`src/rtl/match_report_queue.sv`:
```
// Match-vector queue: tags qualified engine matches with their byte offset and
// serializes them one engine per report. Optional drop counter: MATCH_DROP_CNT_EN.
module match_report_queue #(
    parameter int MATCH_LAT  = 2,
    parameter int FIFO_DEPTH = 8,
    parameter int OFS_W      = 16
) (
    input  logic             clk,
    input  logic             rst,
    input  logic             sod,
    input  logic             en,
    input  logic [7:0]       match,
    output logic             rpt_valid,
    input  logic             rpt_ready,
    output logic [2:0]       rpt_id,
    output logic [OFS_W-1:0] rpt_ofs,
    output logic             overflow,
    output logic             busy
`ifdef MATCH_DROP_CNT_EN
    ,
    output logic [15:0]      drop_cnt
`endif
);

    localparam int AW = $clog2(FIFO_DEPTH);
    localparam logic [OFS_W-1:0] OFS_ONE = {{(OFS_W-1){1'b0}}, 1'b1};
    localparam logic [AW:0]      PTR_ONE = {{AW{1'b0}}, 1'b1};

    function automatic logic [2:0] low_idx(input logic [7:0] m);
        logic [2:0] idx;
        idx = 3'd0;
        for (int i = 7; i >= 0; i--) begin
            if (m[i]) idx = 3'(i);
        end
        return idx;
    endfunction

    logic [OFS_W-1:0] cnt_q, cnt_d;
    logic [MATCH_LAT-1:0] en_dly_q;
    logic [OFS_W-1:0] tag_dly_q [MATCH_LAT];
    logic [7:0]       mask_q [FIFO_DEPTH];
    logic [OFS_W-1:0] ftag_q [FIFO_DEPTH];
    logic [AW:0]      wr_ptr_q, rd_ptr_q;
    logic             overflow_q;

    logic [AW-1:0] wr_idx_s, rd_idx_s;
    logic          empty_s, full_s;
    logic [7:0]    head_mask_s, head_bit_s;
    logic          accept_s, pop_s, wr_req_s, wr_s, drop_s;

    // Byte counter next state
    always_comb begin
        cnt_d = cnt_q;
        if (sod && en) begin
            cnt_d = OFS_ONE;
        end else if (en) begin
            cnt_d = cnt_q + OFS_ONE;
        end else if (sod) begin
            cnt_d = '0;
        end else begin
            cnt_d = cnt_q;
        end
    end

    // Byte counter register
    always_ff @(posedge clk or posedge rst) begin
        if (rst) cnt_q <= '0;
        else     cnt_q <= cnt_d;
    end

    // Delay line aligning en and the pre-update offset tag with the engine match output
    always_ff @(posedge clk or posedge rst) begin
        if (rst) begin
            en_dly_q <= '0;
            for (int k = 0; k < MATCH_LAT; k++) tag_dly_q[k] <= '0;
        end else begin
            en_dly_q[0]  <= en;
            tag_dly_q[0] <= cnt_q;
            for (int k = 1; k < MATCH_LAT; k++) begin
                en_dly_q[k]  <= en_dly_q[k-1];
                tag_dly_q[k] <= tag_dly_q[k-1];
            end
        end
    end

    assign wr_idx_s    = wr_ptr_q[AW-1:0];
    assign rd_idx_s    = rd_ptr_q[AW-1:0];
    assign empty_s     = (wr_ptr_q == rd_ptr_q);
    assign full_s      = (wr_ptr_q[AW] != rd_ptr_q[AW]) && (wr_idx_s == rd_idx_s);
    assign head_mask_s = mask_q[rd_idx_s];
    // Two's-complement trick isolates the lowest set engine bit.
    assign head_bit_s  = head_mask_s & (~head_mask_s + 8'd1);
    assign accept_s    = !empty_s && rpt_ready;
    assign pop_s       = accept_s && ((head_mask_s & ~head_bit_s) == 8'd0);
    assign wr_req_s    = en_dly_q[MATCH_LAT-1] && (match != 8'd0);
    assign wr_s        = wr_req_s && (!full_s || pop_s);
    assign drop_s      = wr_req_s && full_s && !pop_s;

    // FIFO storage, pointers and sticky overflow; a write into the slot being
    // popped is ordered after the head clear so the new vector wins.
    always_ff @(posedge clk or posedge rst) begin
        if (rst) begin
            wr_ptr_q   <= '0;
            rd_ptr_q   <= '0;
            overflow_q <= 1'b0;
            for (int i = 0; i < FIFO_DEPTH; i++) begin
                mask_q[i] <= 8'd0;
                ftag_q[i] <= '0;
            end
        end else begin
            if (accept_s) mask_q[rd_idx_s] <= head_mask_s & ~head_bit_s;
            if (wr_s) begin
                mask_q[wr_idx_s] <= match;
                ftag_q[wr_idx_s] <= tag_dly_q[MATCH_LAT-1];
                wr_ptr_q         <= wr_ptr_q + PTR_ONE;
            end
            if (pop_s)  rd_ptr_q   <= rd_ptr_q + PTR_ONE;
            if (drop_s) overflow_q <= 1'b1;
        end
    end

`ifdef MATCH_DROP_CNT_EN
    logic [15:0] drop_cnt_q;

    // Saturating count of dropped vectors
    always_ff @(posedge clk or posedge rst) begin
        if (rst) begin
            drop_cnt_q <= 16'd0;
        end else if (drop_s && (drop_cnt_q != 16'hFFFF)) begin
            drop_cnt_q <= drop_cnt_q + 16'd1;
        end
    end

    assign drop_cnt = drop_cnt_q;
`endif

    // Report outputs decoded purely from registered head state
    always_comb begin
        rpt_valid = !empty_s;
        busy      = !empty_s;
        overflow  = overflow_q;
        if (!empty_s) begin
            rpt_id  = low_idx(head_mask_s);
            rpt_ofs = ftag_q[rd_idx_s];
        end else begin
            rpt_id  = 3'd0;
            rpt_ofs = '0;
        end
    end

endmodule

```
`config.mk`:
```
export PLATFORM = sky130hd
export DESIGN_NAME = match_report_queue
export DESIGN_NICKNAME = d
export VERILOG_FILES = /design/src/rtl/match_report_queue.sv
export SDC_FILE = /design/constraint.sdc
export NUM_CORES = 1
export LEC_CHECK = 0
export ABC_AREA = 1
export CAP_MARGIN = 20
export CORE_ASPECT_RATIO = 1.75
export CORE_MARGIN = 1.5
export CORE_UTILIZATION = 35
export CTS_CLUSTER_DIAMETER = 80
export CTS_CLUSTER_SIZE = 12
export DETAILED_ROUTE_END_ITERATION = 8
export GPL_TIMING_DRIVEN = 0
export REMOVE_ABC_BUFFERS = 1
export SLEW_MARGIN = 20
export SYNTH_ARGS = -nofsm -noshare
export SYNTH_HDL_FRONTEND = slang
export SYNTH_SLANG_ARGS = --single-unit
```
`constraint.sdc`:
```
create_clock -name clk -period 26.6 [get_ports clk]
set_input_delay 5.32 -clock clk [delete_from_list [all_inputs] [get_ports clk]]
set_output_delay 5.32 -clock clk [all_outputs]
set_load 0.005 [all_outputs]
```
=== Word level (Yosys, flattened, before mapping) ===
Cells that the tools add are included.

* Register bits after elaboration: 251
* Output and inout bits: 22
* Word-level logic and storage cells: 87

* $add $sub $neg: 4
* $lt $le $gt $ge: 4
* Eq/ne operators: 3
* Multiplexer cells: 30
* Bitwise gates (word level): 6
* Reduce and logical (&&, ||, !) cells: 17

{| class="wikitable"
|+ Operator list
! kind !! number
|-
| $bwmux 128 || 1
|-
| $bwmux 64 || 2
|-
| $mux 64 || 2
|-
| $mux 16 || 7
|-
| $bmux 16 s3 || 1
|-
| $demux 16 s3 || 1
|-
| $demux 8 s3 || 2
|-
| $mux 8 || 4
|-
| $mux 3 || 9
|-
| $bmux 8 s3 || 1
|-
| $add 16x1->16 const B || 1
|-
| $and 8x8->8 || 2
|-
| $not 8->8 || 2
|-
| $logic_and 1x1->1 || 10
|-
| $add 4x1->4 const B || 2
|-
| $add 8x1->8 const B || 1
|-
| $ge 4x4->1 const B || 2
|-
| $logic_not 8->1 || 1
|-
| $lt 4x1->1 const B || 2
|-
| $not 3->4 || 2
|-
| $reduce_bool 8->1 || 1
|-
| $eq 4x4->1 || 1
|-
| $eq 3x3->1 || 1
|-
| $logic_not 1->1 || 3
|-
| other kinds (3) || 3
|}

=== Longest topological paths before layout ===
* Word-level depth: 14
* Mapped depth: 21
* Depth with buffers taken out: 17

=== Worst setup path before layout ===
OpenSTA, ideal clock, no wires.

* Path kind: input to register
* From: input match[3]
* To: register ftag_q[95] (netlist bit)
* Arrival time: 7.121 ns
* Path slack: 19.412 ns
* Stages: 8
* Buffers on the path: 4
* Path through: clkbuf_1 > nor4_1 > a21boi_1 > clkbuf_1 > clkbuf_1 > buf_1 > nand4_1 > nand2_1

* Cells in the longest elaborated chain, start to end: 3

{| class="wikitable"
|+ Ends and longest elaborated chain
! what !! RTL line !! source
|-
| from (decl) || 12 || <nowiki>input logic [7:0] match,</nowiki>
|-
| $reduce_bool 8->1 || 95 || <nowiki>assign wr_req_s = en_dly_q[MATCH_LAT-1] && (match != 8'd0);</nowiki>
|-
| $logic_and 1x1->1 || 95 ||
|-
| $logic_and 1x1->1 || 96 || <nowiki>assign wr_s = wr_req_s && (!full_s || pop_s);</nowiki>
|-
| to (signal, indexed assignment) || 114 || <nowiki>ftag_q[wr_idx_s] <= tag_dly_q[MATCH_LAT-1];</nowiki>
|-
| to (decl) || 42 || <nowiki>logic [OFS_W-1:0] ftag_q [FIFO_DEPTH];</nowiki>
|}

No other way between the ends.
A chain may end at the register's enable or synchronous reset.

=== Worst setup path in the final report ===
* From: register rd_ptr_q[1]
* To: output rpt_id[0]

* Cells in the longest elaborated chain, start to end: 13

{| class="wikitable"
|+ Ends and longest elaborated chain
! what !! RTL line !! source
|-
| from (decl) || 43 || <nowiki>logic [AW:0] wr_ptr_q, rd_ptr_q;</nowiki>
|-
| from (signal assigned) || 117 || <nowiki>if (pop_s) rd_ptr_q <= rd_ptr_q + PTR_ONE;</nowiki>
|-
| $not 3->4 (implied by the code) || 90 || <nowiki>assign head_mask_s = mask_q[rd_idx_s];</nowiki>
|-
| $bmux 8 s3 || 90 ||
|-
| $mux 8 (implied by the code) (2 in a row) || 90 ||
|-
| $mux 3 (8 in a row) || 33 || <nowiki>if (m[i]) idx = 3'(i);</nowiki>
|-
| $mux 3 (*) || 142 || <nowiki>if (!empty_s) begin</nowiki>
|-
| to (decl) || 15 || <nowiki>output logic [2:0] rpt_id,</nowiki>
|}

Mark *: on every way between the ends. The rest lies on a longest branch, timed or not. The select of a mux whose other input is x is not followed.

==> results.yml <==
clock_network:
  numCtsBuffers: 24
  cts_resized: 0
  postCtsHoldBufs: 0
  htreeDepth: 1
  cts_tree: "built"
  clkTransAtPathRegs_ns: 0.07
  clock_latency_ns: 0.55
  cts_setup_buffers: 0
  clock_path_buffers: 3
  clkSinkCount: 251
  cts-root-buf: "clkbuf_16"
worst_setup_path:
  rr_worst_depth: 16
  path_max_fanout: 16
  critPathCaptureType: "primary output"
  ff2ff_setup_slack_ns: 21.36
  crit_end: "rpt_id[0]"
  regToRegEndpoint: "ftag_q[117]$_DFFE_PP0P_"
  startpoint: "rd_ptr_q[1]$_DFFE_PP0P_"
  cp-start-kind: "register"
  worstPathRequired_ns: 21.28
  arrival_ns: 4.55
  reg2reg_from: "rd_ptr_q[1]$_DFFE_PP0P_"
  crit_type: "reg -> out"
die:
  rows: 91
  die-width_um: 146
  start_util_pct: 35.7
  io_pins: 35
  die_area_mm2: 0.0372
  dieHeight_um: 254
  coreArea_mm2: 0.0353
timing:
  skew_ns: 0.0270
  fin_crit_sh_pct: 37.1
  rsz0062_at_grt: "false"
  max_freq_mhz: 101
  totalNegativeSetupSlack_ns: 0
  setup-violations-final: 0
  hold_viol: 0
  fin_crit_ns: 9.87
  timing.slew.headroom_pct: 32.5
  worst_pin_slew_ns: 1.01
  setup_ws_ns: 16.73
  maxSlewViolCount: 0
place:
  place.gp.congestion: 0.804
  numPortBuffers: 34
  pre_cts_ws_ns: 17.41
  dp_hpwl_mm: 24.6
synth:
  synth_cell_types: 42
  ys_seq_elements: 251
  synth_top_area_cell: "dfrtp_1"
  syn_avg_cell_area_um2: 8.06
  ys_warn_count: 0
  yosysTopAreaCellShare_pct: 49.9
  synthCells: 1563
  ys_seq_area_share_pct: 49.9
  syn-cell-area_mm2: 0.0126
  yosys-top-cells-area: "dfrtp_1, nand2_1, nand4_1"
final_layout:
  fillCellCount: 3552
  diodes: 0
  drive_gt1_share_pct: 7.08
  nNetsFinal: 1541
  syn2layout_area_growth_pct: 12.0
  final_common_cell: "nand2_1"
  mostFrequentLayoutCells: "nand2_1, dfrtp_1, nand4_1, inv_1, o21ai_0"
global_routing:
  grt_max_degree: 120
  grt.total_usage_pct: 21.2
  overflow: 0
  antenna_found_initial: 0
  grt_pass1_wl_mm: 61.4
  grt_pass1_vias: 10600
drt:
  vias: 11000
  drtIter0Drc: 1077
  first_pass_iters: 7
  routed_wl_mm: 39.3
  routedWlPerCell_um: 19.7
  drtAntennaViolNets: 0
  drc: 0
  viasPerCell: 5.52
power:
  cellLeakagePower_nw: 6.98
  peakVddDrop_mv: 0.0444
  power.density_mw_per_mm2: 101
run_status:
  outcome: "finished, final reports clean"
hold_path:
  hold_class: "reg -> reg"
  worstHoldStart: "tag_dly_q[22]$_DFF_PP0_"
job:
  drv_cap: 0
## worst min path at each step
| stage | end | slack, ns | cells past startpoint |
|---|---|---|---|
| after floorplan | en_dly_q[1]$_DFF_PP0_ | 0.33 | 0 |
| final | tag_dly_q[6]$_DFF_PP0_ | 0.35 | 0 |
| after detailed placement | tag_dly_q[11]$_DFF_PP0_ | 0.33 | 0 |
| after global routing | tag_dly_q[0]$_DFF_PP0_ | 0.35 | 0 |
| after global placement | tag_dly_q[14]$_DFF_PP0_ | 0.33 | 0 |
| after CTS | tag_dly_q[11]$_DFF_PP0_ | 0.35 | 0 |
## sequential cells by signal (all words and copies together) (netlist names)
name / cells
wr_ptr_q: 4
en_dly_q: 2
mask_q: 64
cnt_q: 16
tag_dly_q: 32
rd_ptr_q: 4
overflow: 1
ftag_q: 128
## critical path, stage by stage (launching register included)
cell	delay [ns]
dfrtp_1	0.74
inv_1	0.38
nor2_1	0.48
nand2_1	0.13
inv_1	0.58
nand2_1	0.13
nand2_1	0.09
inv_1	0.04
nand4_1	0.12
a31oi_1	0.10
nor2_1	0.21
o21ai_0	0.26
a21oi_1	0.21
clkdlybuf4s50_1	0.53
## cell type report
| cell class | instances | area (µm²) | share of cell area, % |
|---|---|---|---|
| sequential | 251 | 6280 | 44.5 |
| multi-input combinational | 1100 | 5390 | 38.2 |
| timing repair buffer | 67 | 900 | 6.38 |
| clock buffer | 27 | 633 | 4.49 |
| tap | 465 | 582 | 4.12 |
| inverter | 81 | 317 | 2.24 |
## cell usage after synthesis (all sizes together)
master,number
inv,77
nor3b,5
nand3,33
clkinv,4
a21oi,18
a211oi,1
ha,3
a22o,15
a31oi,2
o21ai,58
nand4,195
nand2,640
xor2,5
nor2,44
a221oi,16
a32o,1
a22oi,16
a21boi,1
clkbuf,72
dfrtp,251
buf,59
nor3,17
a41oi,15
xnor2,3
o21a,5
nor4,4
a31o,1
or2,2
## kinds of logic after synthesis
logic type / after synthesis / synth area share, %
simple gates: 940 / 33.5
fa+ha+maj: 3 / 0.298
xor+xnor: 8 / 0.556
compound gates: 149 / 7.93
buf+inv: 212 / 7.86
flops: 251 / 49.9
## power by group
part	total [mW]	switching [mW]	internal, mW
combinational	0.620	0.443	0.177
sequential	0.493	0.0452	0.448
clock	0.308	0.142	0.165
total	1.42	0.631	0.791
## metal layers
metal | GRT usage, % | wire [µm] | vias up
li1 | - | - | 5166
met4 | 12.5 | 2180 | 0
met1 | 24.5 | 14800 | 5313
met2 | 37.9 | 20200 | 395
met3 | 2.05 | 2130 | 123
met5 | 0 | 0 | -
## through the flow
stage	total power, mW	util (%)	hold WS [ns]	cells	instance area (µm²)
after floorplan	0.857	-	0.331	1432	11900
after global placement	1.07	36.4	0.333	1931	12800
after detailed placement	1.11	38.2	0.335	1964	13500
after CTS	1.42	40.0	0.349	1991	14100
after global routing	1.50	40.0	0.352	1991	14100
final	1.42	40.0	0.347	1991	14100
No activity file was read; power rests on OpenSTA's default activity.
